## config.mk

```make
export PLATFORM = sky130hd
export DESIGN_NAME = inst_test_seq
export DESIGN_NICKNAME = d
export VERILOG_FILES = /design/src/rtl/inst_test_seq.sv
export SDC_FILE = /design/constraint.sdc
export NUM_CORES = 1
export LEC_CHECK = 0
export CORE_MARGIN = 2
export CORE_UTILIZATION = 23
export DETAILED_ROUTE_END_ITERATION = 7
export GPL_TIMING_DRIVEN = 1
export MAX_ROUTING_LAYER = met4
export PLACE_DENSITY = 0.51
export SYNTH_ARGS = -nofsm -noshare
export SYNTH_HDL_FRONTEND = slang
export SYNTH_SLANG_ARGS = --single-unit
```

## constraint.sdc

```tcl
create_clock -name clk -period 2.94 [get_ports clk]
set_input_delay 0.441 -clock clk [delete_from_list [all_inputs] [get_ports clk]]
set_output_delay 0.441 -clock clk [all_outputs]
set_load 0.03 [all_outputs]
```

## src/rtl/inst_test_seq.sv

```systemverilog
// inst_test_seq: regression sequencer that runs TEST_NUM instruction test
// programs on the core one after another. For each test it requests an image
// load, holds the core in reset, releases it, then watches the core's data
// stores for a tohost write that reports pass/fail. A test ends on a
// tohost result or on a per-test timeout.
//
// Ports:
//   clk, rst_n      clock, synchronous active-low reset
//   start           one-cycle pulse, begins the sequence at test 0 (ignored while busy)
//   abort           level, ends the sequence at once (current test not recorded)
//   load_req/ack    image-load handshake (see below); load_idx = test_idx
//   core_rst_n      active-low core reset, high only while the test runs
//   th_we/addr/wdata core data-store port, snooped for tohost writes
//   test_idx        current (or last) test index
//   busy, done      sequence in progress / finished (done holds until next start)
//   pass_vec, fail_vec, tmo_vec  per-test result bits (exactly one per recorded test)
//   pass_cnt        number of passed tests
//   last_fail_code  th_wdata>>1 of the most recent failing tohost write
//   state_dbg       current FSM state encoding, for observation only
//
// Load handshake: load_req rises on entry to LOAD and stays high until
// load_ack is sampled high at a clk edge; that edge completes the load.
// load_ack may already be high in the first load_req cycle. load_ack is
// ignored whenever load_req is low. abort takes priority over load_ack.
module inst_test_seq #(
  parameter int              TEST_NUM     = 37,
  parameter int              IDX_W        = 6,
  parameter int              RST_CYC      = 1,
  parameter int              TIMEOUT_CYC  = 500,
  parameter int              CNT_W        = 16,
  parameter int              ADDR_W       = 32,
  parameter int              DATA_W       = 32,
  parameter logic [ADDR_W-1:0] TOHOST_ADDR = 'h1000,
  parameter bit              STOP_ON_FAIL = 1'b0
) (
  input  logic                clk,
  input  logic                rst_n,
  input  logic                start,
  input  logic                abort,
  output logic                load_req,
  output logic [IDX_W-1:0]    load_idx,
  input  logic                load_ack,
  output logic                core_rst_n,
  input  logic                th_we,
  input  logic [ADDR_W-1:0]   th_addr,
  input  logic [DATA_W-1:0]   th_wdata,
  output logic [IDX_W-1:0]    test_idx,
  output logic                busy,
  output logic                done,
  output logic [TEST_NUM-1:0] pass_vec,
  output logic [TEST_NUM-1:0] fail_vec,
  output logic [TEST_NUM-1:0] tmo_vec,
  output logic [IDX_W:0]      pass_cnt,
  output logic [DATA_W-1:0]   last_fail_code,
  output logic [2:0]          state_dbg
);

  typedef enum logic [2:0] {
    S_IDLE   = 3'd0,
    S_LOAD   = 3'd1,
    S_RESET  = 3'd2,
    S_RUN    = 3'd3,
    S_RECORD = 3'd4,
    S_DONE   = 3'd5
  } state_t;

  typedef enum logic [1:0] {
    R_PASS = 2'd0,
    R_FAIL = 2'd1,
    R_TMO  = 2'd2
  } res_t;

  state_t             state;
  res_t               res;
  logic [CNT_W-1:0]   cnt;
  logic               hit;
  logic [TEST_NUM-1:0] bit_sel;

  // Registered control outputs are loaded together with the next state so
  // they always match the state register: {load_req, core_rst_n, busy, done}.
  function automatic logic [3:0] flags(input state_t s);
    case (s)
      S_LOAD:   flags = 4'b1010;
      S_RESET:  flags = 4'b0010;
      S_RUN:    flags = 4'b0110;
      S_RECORD: flags = 4'b0010;
      S_DONE:   flags = 4'b0001;
      default:  flags = 4'b0000;
    endcase
  endfunction

  assign hit       = th_we && (th_addr == TOHOST_ADDR);
  assign bit_sel   = TEST_NUM'(1) << test_idx;
  assign load_idx  = test_idx;
  assign state_dbg = state;

  always_ff @(posedge clk) begin
    if (!rst_n) begin
      state          <= S_IDLE;
      {load_req, core_rst_n, busy, done} <= 4'b0000;
      res            <= R_PASS;
      cnt            <= '0;
      test_idx       <= '0;
      pass_vec       <= '0;
      fail_vec       <= '0;
      tmo_vec        <= '0;
      pass_cnt       <= '0;
      last_fail_code <= '0;
    end else begin
      case (state)
        S_IDLE, S_DONE: begin
          // abort in the same cycle as start wins: stay put.
          if (start && !abort) begin
            pass_vec       <= '0;
            fail_vec       <= '0;
            tmo_vec        <= '0;
            pass_cnt       <= '0;
            last_fail_code <= '0;
            test_idx       <= '0;
            state          <= S_LOAD;
            {load_req, core_rst_n, busy, done} <= flags(S_LOAD);
          end
        end

        S_LOAD: begin
          if (abort) begin
            state <= S_DONE;
            {load_req, core_rst_n, busy, done} <= flags(S_DONE);
          end else if (load_ack) begin
            cnt   <= '0;
            state <= S_RESET;
            {load_req, core_rst_n, busy, done} <= flags(S_RESET);
          end
        end

        S_RESET: begin
          if (abort) begin
            state <= S_DONE;
            {load_req, core_rst_n, busy, done} <= flags(S_DONE);
          end else if (cnt == CNT_W'(RST_CYC - 1)) begin
            cnt   <= '0;
            state <= S_RUN;
            {load_req, core_rst_n, busy, done} <= flags(S_RUN);
          end else begin
            cnt <= cnt + CNT_W'(1);
          end
        end

        S_RUN: begin
          // A result on the last allowed cycle beats the timeout because the
          // hit checks come first; a tohost write of 0 is not a result.
          if (abort) begin
            state <= S_DONE;
            {load_req, core_rst_n, busy, done} <= flags(S_DONE);
          end else if (hit && th_wdata == DATA_W'(1)) begin
            res   <= R_PASS;
            state <= S_RECORD;
            {load_req, core_rst_n, busy, done} <= flags(S_RECORD);
          end else if (hit && th_wdata > DATA_W'(1)) begin
            res            <= R_FAIL;
            last_fail_code <= th_wdata >> 1;
            state          <= S_RECORD;
            {load_req, core_rst_n, busy, done} <= flags(S_RECORD);
          end else if (cnt == CNT_W'(TIMEOUT_CYC - 1)) begin
            res   <= R_TMO;
            state <= S_RECORD;
            {load_req, core_rst_n, busy, done} <= flags(S_RECORD);
          end else begin
            cnt <= cnt + CNT_W'(1);
          end
        end

        S_RECORD: begin
          if (abort) begin
            state <= S_DONE;
            {load_req, core_rst_n, busy, done} <= flags(S_DONE);
          end else begin
            case (res)
              R_PASS: begin
                pass_vec <= pass_vec | bit_sel;
                pass_cnt <= pass_cnt + (IDX_W+1)'(1);
              end
              R_FAIL:  fail_vec <= fail_vec | bit_sel;
              default: tmo_vec  <= tmo_vec | bit_sel;
            endcase
            if (test_idx == IDX_W'(TEST_NUM - 1) || (STOP_ON_FAIL && res != R_PASS)) begin
              state <= S_DONE;
              {load_req, core_rst_n, busy, done} <= flags(S_DONE);
            end else begin
              test_idx <= test_idx + IDX_W'(1);
              state    <= S_LOAD;
              {load_req, core_rst_n, busy, done} <= flags(S_LOAD);
            end
          end
        end

        default: begin
          state <= S_IDLE;
          {load_req, core_rst_n, busy, done} <= flags(S_IDLE);
        end
      endcase
    end
  end

endmodule
```

==> summary.txt, run 1 <==
Post-Place Cell Area - 10,100 µm²
Wire length per cell - 16.0 µm
Max VDD drop - 0.335 mV
Die H - 181 µm
PortBufs - 237
Clk slew on worst S/H paths - 0.08 ns
GRT Overall Usage - 14.9%
Sequential Area - 3600 µm²
H-tree depth - 4
Std cell rows - 64
Largest net degree at the start of global routing - 83
Final wirelength - 23.8 mm
DRC viols - 0
Area grow syn2layout - 49.3%
Fin. Hold Viols - 0
Core ar. - 30,700 µm²
Type of origin of the critical path - input port
# clock sinks - 180
Slew Limit Fails - 0
Die area - 32,700 µm²
Max-cap violations - 0
Status - finished, final reports clean
Least-Margin Pin Slew - 0.547 ns
Final worst-path setup slack - 0.434 ns
Area taken by multi-input logic gates - 3300 µm²
Post-Synthesis Cells - 853
Asr flop ratio synth - 0%
Synth Flop Type - dfxtp_1
Most frequent cells in the layout - 237 x clkdlybuf4s50_1, 180 x dfxtp_1, 167 x nor2_1
Share of layout cells above drive strength 1 - 7.14%
Crit-path cells - clkdlybuf4s50_1, nor4_1, nand4_1, buf_4, nor4_4, o211ai_2, or4_1, a21oi_1
Min Tclk post-route - 2.51 ns
Vias in the first global route - 6,562
CP arrival - 2.86 ns
Die Width - 181 µm
Hold Slack - 0.462 ns
CP Max Fanout - 16
RSZ-0062 raised after global routing - no
Clock latency on the worst-skew pair - 0.44 ns
Ys Warns - 0
Post-Layout Inst Area - 10,700 µm²
Library cells used by synthesis - 59
Pleak - 3.64 nW
FF+latch count, synth - 180
Grt ovf - 0
Area of the mapped netlist - 7190 µm²
Slowest cell on the critical path - or4_1
Power per cell area - 563 nW/µm²
Initial antenna violation count - 0
Delay-heaviest family, CP - simple AND/OR/NAND/NOR gates
Cts bufs inserted - 17
Max Fclk - 399 MHz
Setup Buffers After CTS - 0
Syn Nets - 932
Leading cell type in the layout, fill and taps excluded - clkdlybuf4s50_1
# hold bufs at CTS - 0
Post-synth EDFFs - 0
Antenna-violating nets left - 0
Crit Path Category - input port to flip-flop
Gpl congestion - 0.782
Clock Path Buffers - 2
Nets - 1,159
Post_cts resized - 0
Root Buffer - clkbuf_16
Initial core utilization - 23.4%
Iteration-0 DRC Markers - 305
Setup TNS - 0 ns
DP Worst Slack - -0.0203 ns
CP Capture Type - flip-flop
I/O pins - 239
Worst min path class - flip-flop to flip-flop
CTS tree - done
Relative slew slack - 63.4%
DR pass1 iterations - 4
HPWL Detailed - 16.7 mm
First-pass GRT wire length - 37.7 mm
Sequential area share after synthesis - 50.1%
Via count - 6,677
Ant. Diodes - 0
Final core occ - 35.0%
Synth Area per Inst - 8.43 µm²
Buffers & Inverters on Critical Path - 2
WP data required - 3.30 ns
Worst path max stage delay - 0.53 ns
Number of filler instances in the final layout - 3,160
Drt via density - 4.48
Final Skew - 0.0168 ns
Final setup viols - 0
Tcrit/Tclk final - 85.3%
-- power by group --
group | internal [mW] | switching [mW] | total [mW] | leakage [nW]
clock | 1.19 | 1.22 | 2.40 | 0.306
sequential | 2.48 | 0.0566 | 2.54 | 1.45
combinational | 0.432 | 0.668 | 1.10 | 1.88
-- metrics by stage --
step	std cells	total power, mW
final	1489	6.04
after global routing	1489	6.32
after CTS	1489	6.14
after detailed placement	1457	3.72
after global placement	1457	3.72
after floorplan	853	3.24
-- sequential cells by signal (all words and copies together), names as in the netlist, 2 cells and up --
signal / flops
pass_cnt: 7
tmo_vec: 37
pass_vec: 37
state_dbg: 3
last_fail_code: 31
cnt: 16
fail_vec: 37
res: 2
load_idx: 6
-- worst reg2reg max path, delay by kind of cell, from the launching register on --
family / cells / cell delay [ns]
adders and majority gates: 1 / 0.24
AOI/OAI and AO/OA: 3 / 0.81
and+or+nand+nor: 3 / 0.94
DFF: 1 / 0.34
-- Yosys cell counts (12+ instances only) --
cell type | count | share of area [%]
dfxtp_1 | 180 | 50
nor2_1 | 167 | 8.7
a21oi_1 | 129 | 9.0
nand2_1 | 43 | 2.2
clkbuf_1 | 42 | 2.2
nand3_1 | 41 | 2.9
nand2b_1 | 38 | 3.3
a21boi_0 | 20 | 2.1
nor3_1 | 16 | 1.1
nor4_1 | 15 | 1.3
o21ai_0 | 14 | 0.97
a21boi_1 | 12 | 1.3
nand4_1 | 12 | 1.0
-- per-layer routing --
metal	part of all wire (%)	track usage, %
met1	48	19.1
met5	0	-
met3	7.1	4.88
met2	45	23.0
met4	0.68	2.90
-- final timing paths --
| kind | cells after the start | slack (ns) | startpoint | to |
|---|---|---|---|---|
| max | 8 | 0.43 | th_wdata[19] | cnt[14]$_SDFFE_PN0P_ |
| min | 2 | 0.46 | core_rst_n$_SDFFE_PN0P_ | core_rst_n$_SDFFE_PN0P_ |
| max reg2reg | 7 | 0.54 | cnt[1]$_SDFFE_PN0P_ | cnt[14]$_SDFFE_PN0P_ |
| min reg2reg | 2 | 0.46 | core_rst_n$_SDFFE_PN0P_ | core_rst_n$_SDFFE_PN0P_ |
-- layout make-up --
class | count | share of cell area [%]
Clock buffer | 17 | 3.96
Multi-Input combinational cell | 602 | 30.8
Tap cell | 396 | 4.62
Sequential cell | 180 | 33.6
Timing Repair Buffer | 268 | 24.7
Inverter | 11 | 0.385
Clock inverter | 15 | 1.95
-- cell families (layout without fill, tap and decap cells) --
kind of cell / count (synthesis) / in the layout / share of synthesized area, %
DFF: 180 / 180 / 50.1
xor gates and xnor gates: 11 / 11 / 1.34
other: 1 / 1 / 0.0522
buffers and inverters: 71 / 311 / 4.32
muxes: 5 / 5 / 0.714
and+or+nand+nor: 372 / 372 / 24.9
AOI/OAI and AO/OA: 203 / 203 / 16.8
adders and majority gates: 10 / 10 / 1.71
No activity file was read; power rests on OpenSTA's default activity.
==> run 2, diff against run 1 <==
Settings changed: CORE_MARGIN 2 to default, PLACE_DENSITY 0.51 to 0.53.
Clock period 2.94 ns to 2.3 ns, I/O delays scaled along.
==> summary.txt, run 2 (same netlist as run 1, synthesis figures left out) <==
Largest net degree at the start of global routing - 44 (-47%)
Clk slew on worst S/H paths - 0.08 ns (about the same)
Antenna-violating nets left - 0 (unchanged)
Die area - 32,000 µm² (-2.2%)
Setup TNS - 0 ns (unchanged)
Std cell rows - 64 (unchanged)
GRT Overall Usage - 15.1% (+0.23 points)
Sw frac - 32.2% (+0.081 points)
First-pass GRT wire length - 36.2 mm (-4.0%)
Largest registers - fail_vec: 37 flops, pass_vec: 37 flops, tmo_vec: 37 flops
Max Fclk - 451 MHz
Number of filler instances in the final layout - 3,152 (-0.25%)
Clock latency on the worst-skew pair - 0.45 ns (about the same)
Register share of total power - 40.7% (-1.3 points)
Share of layout cells above drive strength 1 - 12.7% (+5.6 points)
Cts bufs inserted - 17 (unchanged)
Power per cell area - 705 nW/µm² (+25%)
Slowest cell on the critical path - or3_4
Final Skew - 0.0203 ns (+0.00350 ns)
Pleak - 3.90 nW (+7.3%)
Max VDD drop - 0.541 mV (+61%)
Delay-heaviest family, CP - simple AND/OR/NAND/NOR gates
Most frequent cells in the layout - 237 x clkdlybuf4s50_1, 178 x dfxtp_1, 167 x nor2_1
Final setup viols - 0 (unchanged)
Vias in the first global route - 6,513 (-0.75%)
PortBufs - 237 (unchanged)
Leading cell type in the layout, fill and taps excluded - clkdlybuf4s50_1
WP data required - 2.66 ns (-0.64 ns)
CP Max Fanout - 24 (+8)
# clock sinks - 180 (unchanged)
H-tree depth - 4 (unchanged)
DR pass1 iterations - 4 (unchanged)
Ant. Diodes - 0 (unchanged)
Crit-path cells - clkdlybuf4s50_1, nor4_2, nand4_1, or3_4, o32ai_4, buf_12, buf_8, nand3_1, a21boi_0
Die H - 179 µm (-1.1%)
Worst min path class - flip-flop to flip-flop
CP arrival - 2.57 ns (-0.29 ns)
I/O pins - 239 (unchanged)
Gpl congestion - 0.833 (+6.5%)
M2 GR Usage - 23.5% (+0.48 points)
Clock power share - 39.2% (-0.6 points)
Worst path max stage delay - 0.46 ns (-0.07 ns)
Drt via density - 4.47 (-0.37%)
Initial antenna violation count - 0 (unchanged)
Initial core utilization - 23.4% (unchanged)
Hold Slack - 0.461 ns (-0.000400 ns)
Slew Limit Fails - 0 (unchanged)
Via count - 6,871 (+2.9%)
DP Worst Slack - -0.486 ns (-0.466 ns)
Tcrit/Tclk final - 96.3%
Final wirelength - 24.1 mm (+1.2%)
Met1 usage - 19.0% (-0.11 points)
Final core occ - 36.7% (+1.7 points)
Reg-to-reg startpoint - state_dbg[1]$_SDFFE_PN0P_
Setup crit start - th_addr[7]
Buffers & Inverters on Critical Path - 3 (+1)
Final worst-path setup slack - 0.0848 ns (-0.349 ns)
Iteration-0 DRC Markers - 286 (-6.2%)
Clock Path Buffers - 2 (unchanged)
P_int - 5.38 mW (+31%)
Total power - 7.93 mW (+31%)
Grt ovf - 0 (unchanged)
CP Capture Type - flip-flop
Switching pwr - 2.55 mW (+32%)
Fin. Hold Viols - 0 (unchanged)
Grt met3 use - 5.05% (+0.17 points)
Min-delay src - core_rst_n$_SDFFE_PN0P_
HPWL Detailed - 17.1 mm (+2.0%)
Nets - 1,208 (+4.2%)
Logic pwr share - 20.1% (+1.9 points)
Min Tclk post-route - 2.22 ns
Type of origin of the critical path - input port
Area grow syn2layout - 56.5%
CTS tree - done
Crit Path Category - input port to flip-flop
Busiest grt layer - met2
Root Buffer - clkbuf_16
Wire length per cell - 15.7 µm (-2.0%)
Core ar. - 30,700 µm² (unchanged)
DRC viols - 0 (unchanged)
Max-cap violations - 0 (unchanged)
Die Width - 179 µm (-1.1%)
Status - finished, final reports clean
[run 2: worst paths after layout]
kind | endpoint | slack, ns | cells past startpoint
setup / recovery | last_fail_code[9]$_SDFFE_PN0P_ | 0.08 | 9
hold reg to reg | core_rst_n$_SDFFE_PN0P_ | 0.46 | 2
setup reg to reg | cnt[15]$_SDFFE_PN0P_ | 0.10 | 7
hold / removal | core_rst_n$_SDFFE_PN0P_ | 0.46 | 2
[run 2: layout make-up]
type	instances	area (µm²)	area share, %
clock buffers	17	425	3.78
clock inverters	15	220	1.96
inverters	11	41.3	0.367
multi-input cells	602	3410	30.3
flip-flops and latches	180	3610	32.1
well taps	396	495	4.40
repair buffers	317	3050	27.1
[run 2: worst register-to-register path: cells and delay by family, from the launching register on]
kind / cells / cell delay, ns
DFF: 1 / 0.40
and+or+nand+nor: 3 / 0.91
buffers and inverters: 1 / 0.20
AOI/OAI and AO/OA: 3 / 0.58
[run 2: timing repair]
| item | CTS | global route |
|---|---|---|
| gates cloned | 0 | 1 |
| resized for setup | 2 | 29 |
| hold buffers | 0 | 0 |
| pin swaps | 0 | 12 |
| setup endpoints to repair | 11 | 60 |
| buffers inserted | 0 | 5 |
[run 2: routing by layer]
metal,wire length (µm),part of all wire (%)
met1,11000,46
met2,10800,45
met3,2060,8.6
met4,212,0.88
met5,0,0
[run 2: power groups by stage]
| stage | Sequential, mW | Combinational (mW) | Clock (mW) |
|---|---|---|---|
| finish | 3.23 | 1.60 | 3.11 |
| global placement | 3.30 | 1.54 | 0 |
| floorplan | 3.40 | 0.742 | 0 |
| CTS | 3.23 | 1.55 | 3.21 |
| global route | 3.24 | 1.73 | 3.33 |
| detailed placement | 3.30 | 1.54 | 0 |
[run 2: per-stage QoR]
stage | cells | instance area (µm²)
finish | 1538 | 11200
global route | 1538 | 11200
CTS | 1532 | 11100
detailed placement | 1500 | 10400
global placement | 1500 | 10400
floorplan | 853 | 7190
==> run 3, diff against run 2 <==
==> constraint.sdc (replaced) <==
create_clock -name clk -period 2.3 [get_ports clk]
set_input_delay 0.69 -clock clk [delete_from_list [all_inputs] [get_ports clk]]
set_output_delay 0.69 -clock clk [all_outputs]
set_load 0.03 [all_outputs]
==> summary.txt, run 3 (same netlist as run 1, synthesis figures left out) <==
Setup crit start - th_addr[3]
PortBufs - 237 (unchanged)
DR pass1 iterations - 4 (unchanged)
GRT Overall Usage - 16.0% (+0.88 points)
Largest registers - fail_vec: 37 flops, pass_vec: 37 flops, tmo_vec: 37 flops
Gpl congestion - 0.810 (-2.8%)
Least-Margin Pin Slew - 0.644 ns
Area grow syn2layout - 61.2%
Met3 Wirelength - 1.96 mm (-4.9%)
Buffers & Inverters on Critical Path - 4 (+1)
First-pass GRT wire length - 38.4 mm (+6.1%)
Iteration-0 DRC Markers - 280 (-2.1%)
Worst min path class - flip-flop to flip-flop
Min-delay src - last_fail_code[23]$_SDFFE_PN0P_
Cts bufs inserted - 17 (unchanged)
Clk slew on worst S/H paths - 0.08 ns (about the same)
Clock Path Buffers - 2 (unchanged)
H-tree depth - 4 (unchanged)
WP data required - 2.67 ns (about the same)
Area taken by multi-input logic gates - 3650 µm² (+7.2%)
Min Tclk post-route - 2.34 ns (+0.122 ns)
Max VDD drop - 0.395 mV (-27%)
HPWL Detailed - 17.6 mm (+3.4%)
Final Skew - 0.0178 ns (-0.00248 ns)
Via count - 7,119 (+3.6%)
Tcrit/Tclk final - 102% (+5.3 points)
Leading cell type in the layout, fill and taps excluded - dfxtp_1
Drt via density - 4.57 (+2.3%)
Total power - 8.04 mW (+1.3%)
Number of filler instances in the final layout - 3,109 (-1.4%)
Vias in the first global route - 6,928 (+6.4%)
Slew Limit Fails - 0 (unchanged)
Worst hold stages - 2 (unchanged)
DRC viols - 0 (unchanged)
Final setup viols - 6 (+6)
CP Max Fanout - 8 (-67%)
Setup TNS - -0.166 ns (-0.166 ns)
Std cell rows - 64 (unchanged)
Reg-to-reg startpoint - cnt[1]$_SDFFE_PN0P_
Type of origin of the critical path - input port
# clock sinks - 180 (unchanged)
Die Width - 179 µm (unchanged)
CP arrival - 2.70 ns (+0.13 ns)
Initial antenna violation count - 0 (unchanged)
Status - finished, violations left
Relative slew slack - 57.0%
Die H - 179 µm (unchanged)
Metal2 WL - 11.6 mm (+7.5%)
Largest net degree at the start of global routing - 35 (-20%)
Die area - 32,000 µm² (unchanged)
Top sig layer - met4
Metal-1 WL - 11.4 mm (+3.8%)
Grt ovf - 0 (unchanged)
Wire length per cell - 16.3 µm (+3.8%)
Sequential Area - 3610 µm² (about the same)
Worst path max stage delay - 0.55 ns (+0.09 ns)
Initial core utilization - 23.4% (unchanged)
Crit Reg-Reg Endpoint - cnt[15]$_SDFFE_PN0P_
Depth of the most critical reg-to-reg path - 8 (+1)
Share of layout cells above drive strength 1 - 20.5% (+7.8 points)
Fin. Hold Viols - 0 (unchanged)
Final core occ - 37.8% (+1.1 points)
Nets - 1,228 (+1.7%)
Slowest cell on the critical path - or4b_4
Core ar. - 30,700 µm² (unchanged)
DP Worst Slack - -0.818 ns (-0.332 ns)
Clock latency on the worst-skew pair - 0.43 ns (-0.02 ns)
Final wirelength - 25.3 mm (+5.2%)
I/O pins - 239 (unchanged)
R2R Setup Slk - 0.07 ns (-0.03 ns)
Ant. Diodes - 0 (unchanged)
Failing checks - negative setup slack
Max-cap violations - 0 (unchanged)
CTS tree - done
RSZ-0062 raised after global routing - yes
Pleak - 4.25 nW (+8.9%)
Delay-heaviest family, CP - simple AND/OR/NAND/NOR gates
Final worst-path setup slack - -0.0372 ns (-0.122 ns)
Antenna-violating nets left - 0 (unchanged)
Max Fclk - 428 MHz (-5.2%)
CP Capture Type - flip-flop
Root Buffer - clkbuf_16
Power per cell area - 694 nW/µm² (-1.6%)
Crit-path cells - dlygate4sd2_1, nor4_4, nand4_1, buf_4, or4b_4, buf_6, o211ai_4, buf_6, o31ai_2, a21oi_1
Most frequent cells in the layout - 178 x dfxtp_1, 166 x nor2_1, 159 x clkdlybuf4s50_1
Hold path endpoint - last_fail_code[23]$_SDFFE_PN0P_
CP dominant cell by count - buf_6
Crit Path Category - input port to flip-flop
-- run 3: changes by cell type in the layout (fill, tap and decap cells not counted), moves of 13 or more --
cell and delta:
clkdlybuf4s50_1 -78, dlygate4sd2_1 +23, clkbuf_2 +22, buf_2 +15, a21boi_0 -13
-- run 3: power breakdown --
group | switching [mW] | leakage [nW] | internal, mW | total (mW)
Sequential | 0.0562 | 1.45 | 3.18 | 3.23
Combinational | 0.986 | 2.50 | 0.799 | 1.78
Clock | 1.52 | 0.299 | 1.50 | 3.02
Total | 2.57 | 4.25 | 5.47 | 8.04
-- run 3: metrics by stage --
step	hold slack [ns]	instance area [µm²]	instances
2_1_floorplan	0.450	7310	853
5_1_grt	0.484	11600	1558
4_1_cts	0.468	11600	1553
6_report	0.465	11600	1558
3_5_place_dp	0.455	10700	1509
3_3_place_gp	0.447	10700	1509
-- run 3: repair_timing --
item                       in CTS  in global routing
buffers inserted                8                  7
pin swaps                      35                 22
setup endpoints to repair      61                 52
hold buffers                    0                  0
cloned                          4                  0
resized for setup             170                 71
-- run 3: cell type report --
type | count | area share, %
multi-input cells | 602 | 31.5
flip-flops and latches | 180 | 31.1
repair buffers | 337 | 27.4
well taps | 396 | 4.28
clock buffers | 17 | 3.67
clock inverters | 15 | 1.65
inverters | 11 | 0.356
-- run 3: worst min-delay path, cell delays in order, from the launching register on --
cell and delay [ns]:
dfxtp_1 0.31, nand2b_1 0.06, a21boi_1 0.05
-- run 3: worst max-delay path by stage --
stage	to	slack [ns]	depth (start not counted)
6_report	cnt[11]$_SDFFE_PN0P_	-0.04	10
5_1_grt	cnt[11]$_SDFFE_PN0P_	-0.10	10
4_1_cts	cnt[15]$_SDFFE_PN0P_	-0.006	10
3_5_place_dp	cnt[11]$_SDFFE_PN0P_	-0.82	9
3_3_place_gp	cnt[4]$_SDFFE_PN0P_	-0.79	8
2_1_floorplan	cnt[3]$_SDFFE_PN0P_	-0.05	7
-- run 3: metal layers --
layer / GRT usage [%] / vias to the layer above
met5: - / -
met4: 3.99 / 0
met3: 4.90 / 20
met2: 25.5 / 194
met1: 19.6 / 3375
li1: - / 3530
